<file path="config.mk">
export PLATFORM = sky130hd
export DESIGN_NAME = program_counter_unit
export DESIGN_NICKNAME = d
export VERILOG_FILES = /design/src/rtl/program_counter_unit.sv
export SDC_FILE = /design/constraint.sdc
export NUM_CORES = 1
export LEC_CHECK = 0
export ABC_AREA = 1
export CAP_MARGIN = 25
export CORE_AREA = 2 2 74 69
export CTS_BUF_LIST = sky130_fd_sc_hd__clkbuf_4 sky130_fd_sc_hd__clkbuf_8 sky130_fd_sc_hd__clkbuf_16
export DETAILED_ROUTE_END_ITERATION = 6
export DIE_AREA = 0 0 76 71
export PLACE_DENSITY_LB_ADDON = 0.08
export SLEW_MARGIN = 20
export SYNTH_ARGS = -nofsm -noshare
export SYNTH_HDL_FRONTEND = slang
export SYNTH_SLANG_ARGS = --single-unit
</file>
<file path="constraint.sdc">
create_clock -name clk -period 3.4 [get_ports clk]
set_input_delay 0.68 -clock clk [delete_from_list [all_inputs] [get_ports clk]]
set_output_delay 0.68 -clock clk [all_outputs]
set_load 0.01 [all_outputs]
</file>
<file path="src/rtl/program_counter_unit.sv">
// Program counter with byte-wide loads, increment/decrement and relative
// branches. A branch that leaves the current 256-byte page takes one extra
// cycle (FIX) to adjust the high part, during which busy is raised and all
// commands are dropped.
module program_counter_unit #(
  parameter int          ADDR_W       = 16,
  parameter logic [15:0] RESET_VECTOR = 16'hFFFC
) (
  input  logic              clk,
  input  logic              rst,
  input  logic [7:0]        input_lowbyte,
  input  logic [ADDR_W-9:0] input_highbyte,
  input  logic              load_low,
  input  logic              load_high,
  input  logic              increment,
  input  logic              decrement,
  input  logic              branch_take,
  input  logic [7:0]        branch_offset,
  output logic [7:0]        output_lowbyte,
  output logic [ADDR_W-9:0] output_highbyte,
  output logic              busy,
  output logic              page_cross
);

  localparam int HI_W = ADDR_W - 8;

  typedef enum logic {
    S_IDLE = 1'b0,
    S_FIX  = 1'b1
  } state_t;

  state_t            state_q, state_d;
  logic [ADDR_W-1:0] pc_q, pc_d;
  logic              busy_q, busy_d;
  logic              page_cross_q, page_cross_d;
  logic              fwd_q, fwd_d;

  logic signed [7:0] offset_s;
  logic [8:0]        lo_sum;

  // 8-bit add of the low byte and the raw offset bits; bit 8 is the carry.
  function automatic logic [8:0] add_low(input logic [7:0] lo, input logic [7:0] off);
    return {1'b0, lo} + {1'b0, off};
  endfunction

  // Forward offsets cross on carry-out, backward offsets cross on no carry (borrow).
  function automatic logic crosses_page(input logic signed [7:0] off, input logic carry);
    return (off < 0) ? ~carry : carry;
  endfunction

  // Step the high part by one in the direction of the crossing, modulo 2^HI_W.
  function automatic logic [HI_W-1:0] step_high(input logic [HI_W-1:0] hi, input logic fwd);
    return fwd ? hi + HI_W'(1) : hi - HI_W'(1);
  endfunction

  assign offset_s = branch_offset;
  assign lo_sum   = add_low(pc_q[7:0], branch_offset);

  // Next-state and next-PC selection: load > branch > increment/decrement.
  always_comb begin
    state_d      = state_q;
    pc_d         = pc_q;
    busy_d       = 1'b0;
    page_cross_d = 1'b0;
    fwd_d        = fwd_q;
    case (state_q)
      S_IDLE: begin
        if (load_low || load_high) begin
          if (load_low)  pc_d[7:0]        = input_lowbyte;
          if (load_high) pc_d[ADDR_W-1:8] = input_highbyte;
        end else if (branch_take) begin
          pc_d[7:0] = lo_sum[7:0];
          if (crosses_page(offset_s, lo_sum[8])) begin
            state_d      = S_FIX;
            busy_d       = 1'b1;
            page_cross_d = 1'b1;
            fwd_d        = (offset_s >= 0);
          end
        end else if (increment && !decrement) begin
          pc_d = pc_q + ADDR_W'(1);
        end else if (decrement && !increment) begin
          pc_d = pc_q - ADDR_W'(1);
        end
      end
      S_FIX: begin
        pc_d[ADDR_W-1:8] = step_high(pc_q[ADDR_W-1:8], fwd_q);
        state_d          = S_IDLE;
      end
      default: begin
        state_d = S_IDLE;
      end
    endcase
  end

  // State registers; reset restores the vector and drops any pending fixup.
  always_ff @(posedge clk) begin
    if (rst) begin
      state_q      <= S_IDLE;
      pc_q         <= RESET_VECTOR[ADDR_W-1:0];
      busy_q       <= 1'b0;
      page_cross_q <= 1'b0;
      fwd_q        <= 1'b0;
    end else begin
      state_q      <= state_d;
      pc_q         <= pc_d;
      busy_q       <= busy_d;
      page_cross_q <= page_cross_d;
      fwd_q        <= fwd_d;
    end
  end

  assign output_lowbyte  = pc_q[7:0];
  assign output_highbyte = pc_q[ADDR_W-1:8];
  assign busy            = busy_q;
  assign page_cross      = page_cross_q;

endmodule

</file>
**Word level (Yosys, flattened, before mapping)**

Index checks and enable logic that the tools add are counted.

- Register bits: 19
- Input bits: 31
- Output and inout bits: 18

- $add $sub $neg: 5
- Magnitude comparators: 2
- Equality and inequality tests: 4
- Muxes and demuxes: 14
- Bitwise logic cells: 3
- Reduce and logical (&&, ||, !) cells: 10

Operator list:

| cell | number |
|---|---|
| $mux 16 | 3 |
| $mux 8 | 5 |
| $add 16x1->16 const B | 1 |
| $pmux 8 s2 | 1 |
| $sub 16x1->16 const B | 1 |
| $add 8x8->9 | 1 |
| $add 8x1->8 const B | 1 |
| $ge 8x1->1 const B | 1 |
| $lt 8x1->1 const B | 1 |
| $sub 8x1->8 const B | 1 |
| $ne 3x3->1 const B | 2 |
| $reduce_and 3->1 | 2 |
| $mux 1 | 4 |
| $ne 4x4->1 const B | 1 |
| $reduce_and 4->1 | 1 |
| $reduce_bool 4->1 | 1 |
| $not 1->1 | 3 |
| $logic_and 1x1->1 | 2 |
| $logic_not 1->1 | 2 |
| $ne 2x2->1 const B | 1 |
| $pmux 1 s2 | 1 |
| $reduce_or 2->1 | 1 |
| $logic_or 1x1->1 | 1 |

**Logic depth before layout (Yosys ltp)**

Gate-level depths: netlist (run 1).

- Depth after elaboration: 7
- Depth in mapped cells: 16

**Least setup slack after synthesis (run 1)**

OpenSTA, ideal clock, no wires.

- Kind: input -> register
- Start: input decrement
- End: register pc_q[9]
- Arrival: 2.349 ns
- Path slack: 0.939 ns
- Cell stages on the path: 14
- Path buffers: 0
- Cell sequence: inv_1 > ha_1 > inv_1 > ha_1 > or2_1 > nand3_1 > nand2_2 > nand2_1 > nand2_1 > xor2_1 > nand2_1 > nand2_1 > nand2_1 > nand2_1

- Word-level cells in the longest chain between the ends: 6
- Elaborated cells on any way between the ends: 9
- Those cells by class: 1 x eq/ne; 4 x mux; 4 x reduce/logical

RTL lines:

| what | RTL line | RTL |
|---|---|---|
| start, declared | 16 | `input logic decrement,` |
| $logic_not 1->1 | 79 | `end else if (increment && !decrement) begin` |
| $logic_and 1x1->1 | 79 |  |
| $mux 16 | 79 |  |
| $mux 8 | 71 | `end else if (branch_take) begin` |
| $mux 16 | 68 | `if (load_low \|\| load_high) begin` |
| $pmux 8 s2 | 66 | `case (state_q)` |
| end signal, assigned | 99 | `pc_q <= RESET_VECTOR[ADDR_W-1:0];` |
| end signal, assigned | 105 | `pc_q <= pc_d;` |
| end, declared | 33 | `logic [ADDR_W-1:0] pc_q, pc_d;` |

Several ways; a longest one is shown, not always the timed one. The select of a mux whose other input is x is not followed.
A chain may end at the register's enable or synchronous reset.

**Worst setup path after layout (run 1)**

- Start: input decrement
- End: register pc_q[8]

Same word-level chain as after synthesis.

==> impl_metrics.yaml, run 1 <==
worst_setup_path:
  crit_buf_inv: 4
  cpMostUsedCell: "nand2_1"
  crit_chain: "clkdlybuf4s50_1, inv_1, ha_1, inv_1, buf_4, ha_1, nand2_1, o21ai_2, nand2_1, nand3_1, nand2_1, nor2_1, o21ai_0, nand2_1, nand2_1"
  critical_path.max_stage_delay_ns: 0.43
  critPathLaunchType: "input port"
  worstSetupEndpointType: "flop"
  cp_slowest_cell: "clkdlybuf4s50_1"
  r2r_slack_ns: 1.34
  critPathRequiredTime_ns: 3.55
  path_class: "in -> reg"
  critPathTopFamily: "buffers and inverters"
  path_max_fanout: 16
  crit_arrival_ns: 3.01
routing:
  ant_nets: 0
  routed-via-count: 2916
  drc: 0
  drt_iter0_markers: 220
  dr.pass1.iters: 5
  wirelength_um: 7090
  vias_per_cell: 5.20
  wl_per_cell_um: 12.6
logic_synthesis:
  syn_area_per_cell_um2: 5.76
  synth_edf_count: 0
  synth_area_leaders: "nand2_1, ha_1, dfxtp_1, inv_1, a21oi_1"
  synthesis.area_um2: 2580
  synthCells: 448
  synth-seq-area-share_pct: 14.0
  synth.top_cell.area_share_pct: 21.8
  ys_async_sr_fraction_pct: 0
  yosysTopAreaCell: "nand2_1"
  synth_cell_types: 31
  synth_ff_type: "dfxtp_1"
  synth_nets: 514
  yosys.cell_count.top_type: "nand2_1"
  synthTopCellsByCount: "nand2_1, inv_1, nor2_1"
  ys_seq_elements: 18
  ys.warnings.count: 0
clock_tree:
  cts_hold_buf: 0
  htreeDepth: 1
  clkSlewWorstSetupHoldPaths_ns: 0.08
  post_cts_buffers: 0
  clock_sinks: 18
  clock-root-buffer: "clkbuf_8"
  clk_path_buf_depth: 2
  post_cts_resized: 0
  cts_tree: "done"
  clkLatencyLatePin_ns: 0.26
  cts_made_buffers: 3
global_route:
  grt.overflow.total: 0
  grt_pass1_vias: 2746
  grt_max_degree: 17
  grt_pass1_wl_um: 12500
  antenna_found_initial: 0
  grt_use_total_pct: 27.9
sta:
  slew_viol_final: 0
  period_needed_ns: 2.87
  setup_viol: 0
  relSlewSlack_pct: 60.7
  worst_slew_pin_slew_ns: 0.588
  hold_slack_ns: 0.571
  totalNegativeSetupSlack_ns: 0
  clock_skew_ns: 0.00363
  rsz0062_at_grt: "no"
  max_freq_mhz: 349
  finalHoldViolations: 0
  fin_crit_sh_pct: 84.4
floorplanning:
  coreArea_um2: 4650
  num_rows: 24
  dieHeight_um: 71
  num_io_pins: 49
  die_area_um2: 5400
  fp.dieW_um: 76
  initial_core_util_pct: 55.4
finish:
  fillers: 435
  drive_above_1_share_pct: 3.63
  layout.nets: 563
  area_growth_pct: 23.1
  post-route-util_pct: 68.2
  antenna_cells: 0
worst_hold_path:
  hold_class: "reg -> reg"
power:
  ir_drop_mv: 0.188
  power_density_nw_per_um2: 314
  leakage_uw: 0.00171
  power.total_uw: 997
outcome:
  outcome: "complete, no violations"
placed_design:
  port_buffers: 48
  place.gp.congestion: 0.904
  dp_hpwl_um: 5740
job:
  drv_cap: 0
[worst paths after layout]
path / start / endpoint / cells past startpoint
min reg2reg: pc_q[2] / pc_q[2] / 2
min: pc_q[2] / pc_q[2] / 2
max reg2reg: pc_q[0] / fwd_q / 9
max: decrement / pc_q[8] / 15
[flip-flops by register name, indices dropped and copies added, names as in the netlist]
signal	cells
pc_q	16
fwd_q	1
state_q	1
[cell type report]
class	instances	area, um^2	share of cell area, %
timing repair buffer	51	503	15.8
tap	65	81.3	2.56
sequential	18	360	11.3
inverter	70	263	8.27
clock buffer	4	55.1	1.73
multi-input combinational	353	1910	60.2
[kinds of logic (layout without fill, tap and decap cells)]
group                    Yosys count  in the layout  share of synthesized area, %
flip-flops                        18             18                          14.0
AO/OA/AOI/OAI                     70             70                          14.6
XOR/XNOR                           8              8                          2.72
AND/OR/NAND/NOR                  240            240                          39.0
buffers and inverters             77            125                          11.9
adder cells (fa/ha/maj)           35             35                          17.8
[stage by stage]
step / worst slack (ns) / cells / area (um^2)
after CTS: 0.573 / 561 / 3180
after global placement: 0.376 / 557 / 3120
after global routing: 0.270 / 561 / 3180
after floorplan: 0.939 / 448 / 2580
final: 0.532 / 561 / 3180
after detailed placement: 0.302 / 557 / 3120
[power breakdown]
part	switching [uW]	internal [uW]
sequential	34.5	231
clock	87.6	103
combinational	308	232
total	430	566
[cells in the final DEF, fill, tap and decap left out, types with 3 or more instances in the layout]
cell / netlist / layout
ha_1: 32 / 32
o21ai_0: 22 / 22
nand4_1: 5 / 5
buf_4: 2 / 3
nor3_1: 3 / 3
nand2_1: 150 / 150
a31oi_1: 4 / 4
inv_1: 68 / 68
clkdlybuf4s50_1: 0 / 48
nand2_2: 3 / 3
nor2_1: 37 / 37
a21oi_1: 36 / 36
clkbuf_8: 0 / 4
xor2_1: 6 / 6
and2_1: 3 / 3
dfxtp_1: 18 / 18
fa_1: 3 / 3
nand3_1: 33 / 33
[routing by layer]
metal	vias up	track usage [%]	share of wire, %
met5	-	0	0
met4	0	5.86	1.1
met3	9	4.08	6.0
met2	87	43.9	43
met1	1290	40.7	50
li1	1530	-	-
[worst min-delay path: stages (launching register included)]
cell and delay, ns:
dfxtp_1 0.40, a21oi_1 0.08, o21ai_0 0.06
Note: power is estimated with default switching activity, not from simulation.
==> run 2, diff against run 1 <==
--- a/config.mk
+++ b/config.mk
@@ -7,10 +7,10 @@
 export LEC_CHECK = 0
 export ABC_AREA = 1
 export CAP_MARGIN = 25
-export CORE_AREA = 2 2 74 69
+export CORE_AREA = 2 2 81 75
 export CTS_BUF_LIST = sky130_fd_sc_hd__clkbuf_4 sky130_fd_sc_hd__clkbuf_8 sky130_fd_sc_hd__clkbuf_16
 export DETAILED_ROUTE_END_ITERATION = 6
-export DIE_AREA = 0 0 76 71
+export DIE_AREA = 0 0 83 77
 export PLACE_DENSITY_LB_ADDON = 0.08
 export SLEW_MARGIN = 20
 export SYNTH_ARGS = -nofsm -noshare
==> constraint.sdc (replaced) <==
create_clock -name clk -period 2.3 [get_ports clk]
set_input_delay 0.46 -clock clk [delete_from_list [all_inputs] [get_ports clk]]
set_output_delay 0.46 -clock clk [all_outputs]
set_load 0.01 [all_outputs]
==> impl_metrics.yaml, run 2 (synthesized netlist as in run 1, its figures left out) <==
outcome:
  outcome: "complete, no violations"
clock_tree:
  clock_sinks: 18
  cts_made_buffers: 3
  clock-root-buffer: "clkbuf_8"
  clk_path_buf_depth: 2
  clkLatencyLatePin_ns: 0.27
  clkSlewWorstSetupHoldPaths_ns: 0.09
  cts_hold_buf: 0
  cts_tree: "done"
  htreeDepth: 1
worst_setup_path:
  path_class: "in -> reg"
  critPathRequiredTime_ns: 2.52
  critPathLaunchType: "input port"
  r2r_start: "pc_q[1]"
  crit_arrival_ns: 2.40
  startpoint: "increment"
  path_max_fanout: 7
  worstSetupEndpointType: "flop"
finish:
  largestRegisters: "pc_q: 16 flops, fwd_q: 1 flops, state_q: 1 flops"
  area_growth_pct: 46.3
  instances_no_fill: 598
  antenna_cells: 0
  mostFrequentLayoutCell: "nand2_1"
  fillers: 486
  largest_register_ffs: 16
  max_flop_register: "pc_q"
  layout.nets: 595
  layout_common_cells: "nand2_1, inv_1, clkdlybuf4s50_1"
  post-route-util_pct: 67.8
  drive_above_1_share_pct: 20.6
routing:
  dr.pass1.iters: 5
  ant_nets: 0
  wl_per_cell_um: 13.7
  drc: 0
  routed-via-count: 3137
  vias_per_cell: 5.25
  drt_iter0_markers: 254
  wirelength_um: 8220
sta:
  fin_crit_sh_pct: 94.8
  relSlewSlack_pct: 73.1
  worst_slew_pin_slew_ns: 0.403
  finalHoldViolations: 0
  clock_skew_ns: 0.00455
  period_needed_ns: 2.18
  setup_viol: 0
  max_freq_mhz: 459
  totalNegativeSetupSlack_ns: 0
  slew_viol_final: 0
  rsz0062_at_grt: "no"
placed_design:
  port_buffers: 48
  dp_cells: 589
  dp_hpwl_um: 6130
  place.gp.congestion: 0.874
floorplanning:
  coreArea_um2: 5560
  num_io_pins: 49
  initial_core_util_pct: 46.4
  num_rows: 26
  die_area_um2: 6390
  dieHeight_um: 77
  fp.dieW_um: 83
job:
  drv_cap: 0
global_route:
  grt.overflow.total: 0
  grt_use_total_pct: 25.2
  grt_max_degree: 15
  antenna_found_initial: 0
  grt_pass1_wl_um: 13300
  grt_pass1_vias: 2916
power:
  ir_drop_mv: 0.265
  leakage_uw: 0.00191
  power_density_nw_per_um2: 458
  power.total_uw: 1730
worst_hold_path:
  hold_class: "reg -> reg"
  hp-start: "pc_q[4]"
-- run 2: path summary, 6_finish.rpt --
path                  end  slack (ns)  cells after the start
hold reg to reg   pc_q[4]        0.57                      2
hold / removal    pc_q[4]        0.57                      2
setup reg to reg  pc_q[8]        0.26                     11
setup / recovery  pc_q[8]        0.12                     18
-- run 2: repair_timing --
action                     4_1_cts  5_1_grt
pin swaps                       11       23
gates cloned                     1        0
resized for setup               38       38
setup endpoints to repair       13       12
setup buffers                    2        2
-- run 2: cell type report --
type	count	area (um^2)	area share, %
Multi-Input combinational cell	353	2220	58.9
Timing Repair Buffer	83	783	20.8
Sequential cell	18	360	9.55
Tap cell	70	87.6	2.32
Inverter	70	265	7.03
Clock buffer	4	55.1	1.46
-- run 2: where the power goes --
part | switching, uW | internal [uW] | total (uW)
sequential | 60.9 | 342 | 403
combinational | 540 | 488 | 1030
clock | 143 | 153 | 296
-- run 2: worst max-delay path, cell delays in order --
cell and delay, ns:
clkdlybuf4s15_1 0.18, ha_2 0.21, inv_4 0.06, buf_12 0.13, buf_12 0.15, ha_4 0.32, nand2_2 0.07, nand2_2 0.09
inv_2 0.05, o21ai_4 0.09, nand2_2 0.08, nand2_1 0.07, nand2_1 0.06, nand2_2 0.08, nor2_1 0.05, o21ai_1 0.14
nand2_1 0.07, nand2_1 0.05
-- run 2: stage by stage --
| step | hold slack [ns] | cell area, um^2 | setup slack [ns] |
|---|---|---|---|
| 2_1_floorplan | 0.532 | 2580 | 0.0588 |
| 3_3_place_gp | 0.547 | 3340 | -0.400 |
| 3_5_place_dp | 0.542 | 3340 | -0.437 |
| 4_1_cts | 0.560 | 3620 | 0.0654 |
| 5_1_grt | 0.579 | 3770 | 0.0188 |
| 6_report | 0.569 | 3770 | 0.120 |
-- run 2: per-layer routing --
| layer | wire length (um) | GRT usage, % |
|---|---|---|
| met1 | 3930 | 35.7 |
| met4 | 50 | 4.92 |
| met5 | 0 | 0 |
| met2 | 3640 | 40.2 |
| met3 | 591 | 4.31 |
==> run 3, diff against run 2 <==
--- a/config.mk
+++ b/config.mk
@@ -12,6 +12,7 @@
 export DETAILED_ROUTE_END_ITERATION = 6
 export DIE_AREA = 0 0 83 77
 export PLACE_DENSITY_LB_ADDON = 0.08
+export REMOVE_ABC_BUFFERS = 1
 export SLEW_MARGIN = 20
 export SYNTH_ARGS = -nofsm -noshare
 export SYNTH_HDL_FRONTEND = slang
==> impl_metrics.yaml, run 3 (synthesized netlist as in run 1, its figures left out) <==
floorplanning:
  initial_core_util_pct: 46.4
  dieHeight_um: 77
  fp.dieW_um: 83
  num_rows: 26
  num_io_pins: 49
  die_area_um2: 6390
  coreArea_um2: 5560
clock_tree:
  clk_path_buf_depth: 2
  cts_made_buffers: 3
  clkSlewWorstSetupHoldPaths_ns: 0.09
  htreeDepth: 1
  clkLatencyLatePin_ns: 0.27
  cts_hold_buf: 0
  clock_sinks: 18
  cts_tree: "done"
  clock-root-buffer: "clkbuf_8"
global_route:
  top_usage_layer: "met2"
  gr-usage-met2_pct: 39.8
  antenna_found_initial: 0
  grt_max_degree: 15
  grt_use_met3_pct: 2.80
  grt_pass1_vias: 2839
  grt_use_total_pct: 24.3
  grt.overflow.total: 0
  grt_pass1_wl_um: 12900
  grtUsageMet1_pct: 34.3
routing:
  wl_per_cell_um: 13.4
  wirelength_um: 7960
  drc: 0
  drt_iter0_markers: 254
  dr.pass1.iters: 5
  routed-via-count: 3046
  vias_per_cell: 5.12
  ant_nets: 0
worst_setup_path:
  critPathLaunchType: "input port"
  critPathRequiredTime_ns: 2.45
  r2r_slack_ns: 0.29
  r2r-end: "pc_q[8]"
  crit_arrival_ns: 2.34
  r2r_start: "pc_q[1]"
  path_max_fanout: 8
  worstSetupEndpointType: "flop"
  reg2reg_depth: 10
  path_class: "in -> reg"
sta:
  totalNegativeSetupSlack_ns: 0
  clock_skew_ns: 0.00526
  period_needed_ns: 2.19
  finalHoldViolations: 0
  setup_viol: 0
  fin_ws_ns: 0.112
  hold_slack_ns: 0.591
  fin_crit_sh_pct: 95.1
  max_freq_mhz: 457
  slew_viol_final: 0
  worst_slew_pin_slew_ns: 0.485
  relSlewSlack_pct: 67.6
finish:
  largest_register_ffs: 16
  area_growth_pct: 45.3
  instances_no_fill: 595
  layout.nets: 592
  mostFrequentLayoutCell: "nand2_1"
  fillers: 497
  drive_above_1_share_pct: 18.5
  final_area_um2: 3750
  layout_common_cells: "nand2_1, inv_1, clkdlybuf4s50_1"
  max_flop_register: "pc_q"
  antenna_cells: 0
  largestRegisters: "pc_q: 16 flops, fwd_q: 1 flops, state_q: 1 flops"
outcome:
  outcome: "complete, no violations"
placed_design:
  place.gp.congestion: 0.896
  port_buffers: 48
  placed_cell_area_um2: 3340
  preCtsSetupSlack_ns: -0.450
  dp_cells: 589
  dp_hpwl_um: 5870
power:
  leakage_uw: 0.00190
  power_density_nw_per_um2: 457
  ir_drop_mv: 0.261
worst_hold_path:
  hold_class: "reg -> reg"
  whs_path_depth: 2
  min_to: "pc_q[4]"
  hp-start: "pc_q[4]"
job:
  drv_cap: 0
## run 3: changes by cell type in the layout (fill, tap and decap cells not counted), sizes merged
cell / previous run / this run
clkdlybuf4s15: 1 / 0
buf: 35 / 32
clkbuf: 5 / 4
dlygate4sd2: 0 / 2
## run 3: how the worst max path moves through the flow
stage	start	cells past startpoint	to	slack [ns]
after floorplan	decrement	15	pc_q[11]	0.05
after global placement	increment	15	pc_q[8]	-0.41
after detailed placement	decrement	17	pc_q[13]	-0.45
after CTS	branch_offset[0]	10	fwd_q	0.05
after global routing	decrement	17	pc_q[14]	-0.002
final	decrement	17	pc_q[8]	0.11
## run 3: layer usage
layer / share of wire, % / vias up
met1: 49 / 1353
met2: 44 / 92
li1: - / 1590
met3: 5.9 / 11
met4: 1.2 / 0
met5: 0 / -
## run 3: where the power goes
group | switching (uW) | leakage (uW) | internal, uW
clock | 145 | 0.0000288 | 153
combinational | 529 | 0.00173 | 482
sequential | 62.4 | 0.000150 | 342
total | 737 | 0.00190 | 977
## run 3: cell type report
cell class	count	area (um^2)	share of cell area, %
repair buffers	80	743	19.8
multi-input cells	353	2240	59.7
inverters	70	265	7.08
clock buffers	4	55.1	1.47
well taps	70	87.6	2.34
flip-flops and latches	18	360	9.61
## run 3: what timing repair did
action / in CTS / in global routing
pin swaps: 11 / 14
buffers inserted: 2 / 0
gates resized for setup: 36 / 26
endpoints found under the setup margin: 13 / 12
gates cloned: 1 / 0
## run 3: stage by stage
| step | power [uW] | util, % |
|---|---|---|
| global placement | 1250 | 60.1 |
| global route | 1840 | 67.4 |
| detailed placement | 1260 | 60.1 |
| finish | 1710 | 67.4 |
| floorplan | 926 | - |
| CTS | 1640 | 65.1 |
## run 3: critical path: stages
cell,delay (ns)
dlygate4sd2_1,0.25
inv_1,0.06
ha_2,0.20
inv_4,0.05
buf_12,0.15
ha_4,0.29
nand2_1,0.06
nand2_1,0.10
inv_1,0.08
o21ai_4,0.08
nand2_1,0.09
nand3_1,0.09
nand2_2,0.09
nor2_2,0.12
o21ai_1,0.07
nand2_1,0.06
nand2_1,0.04
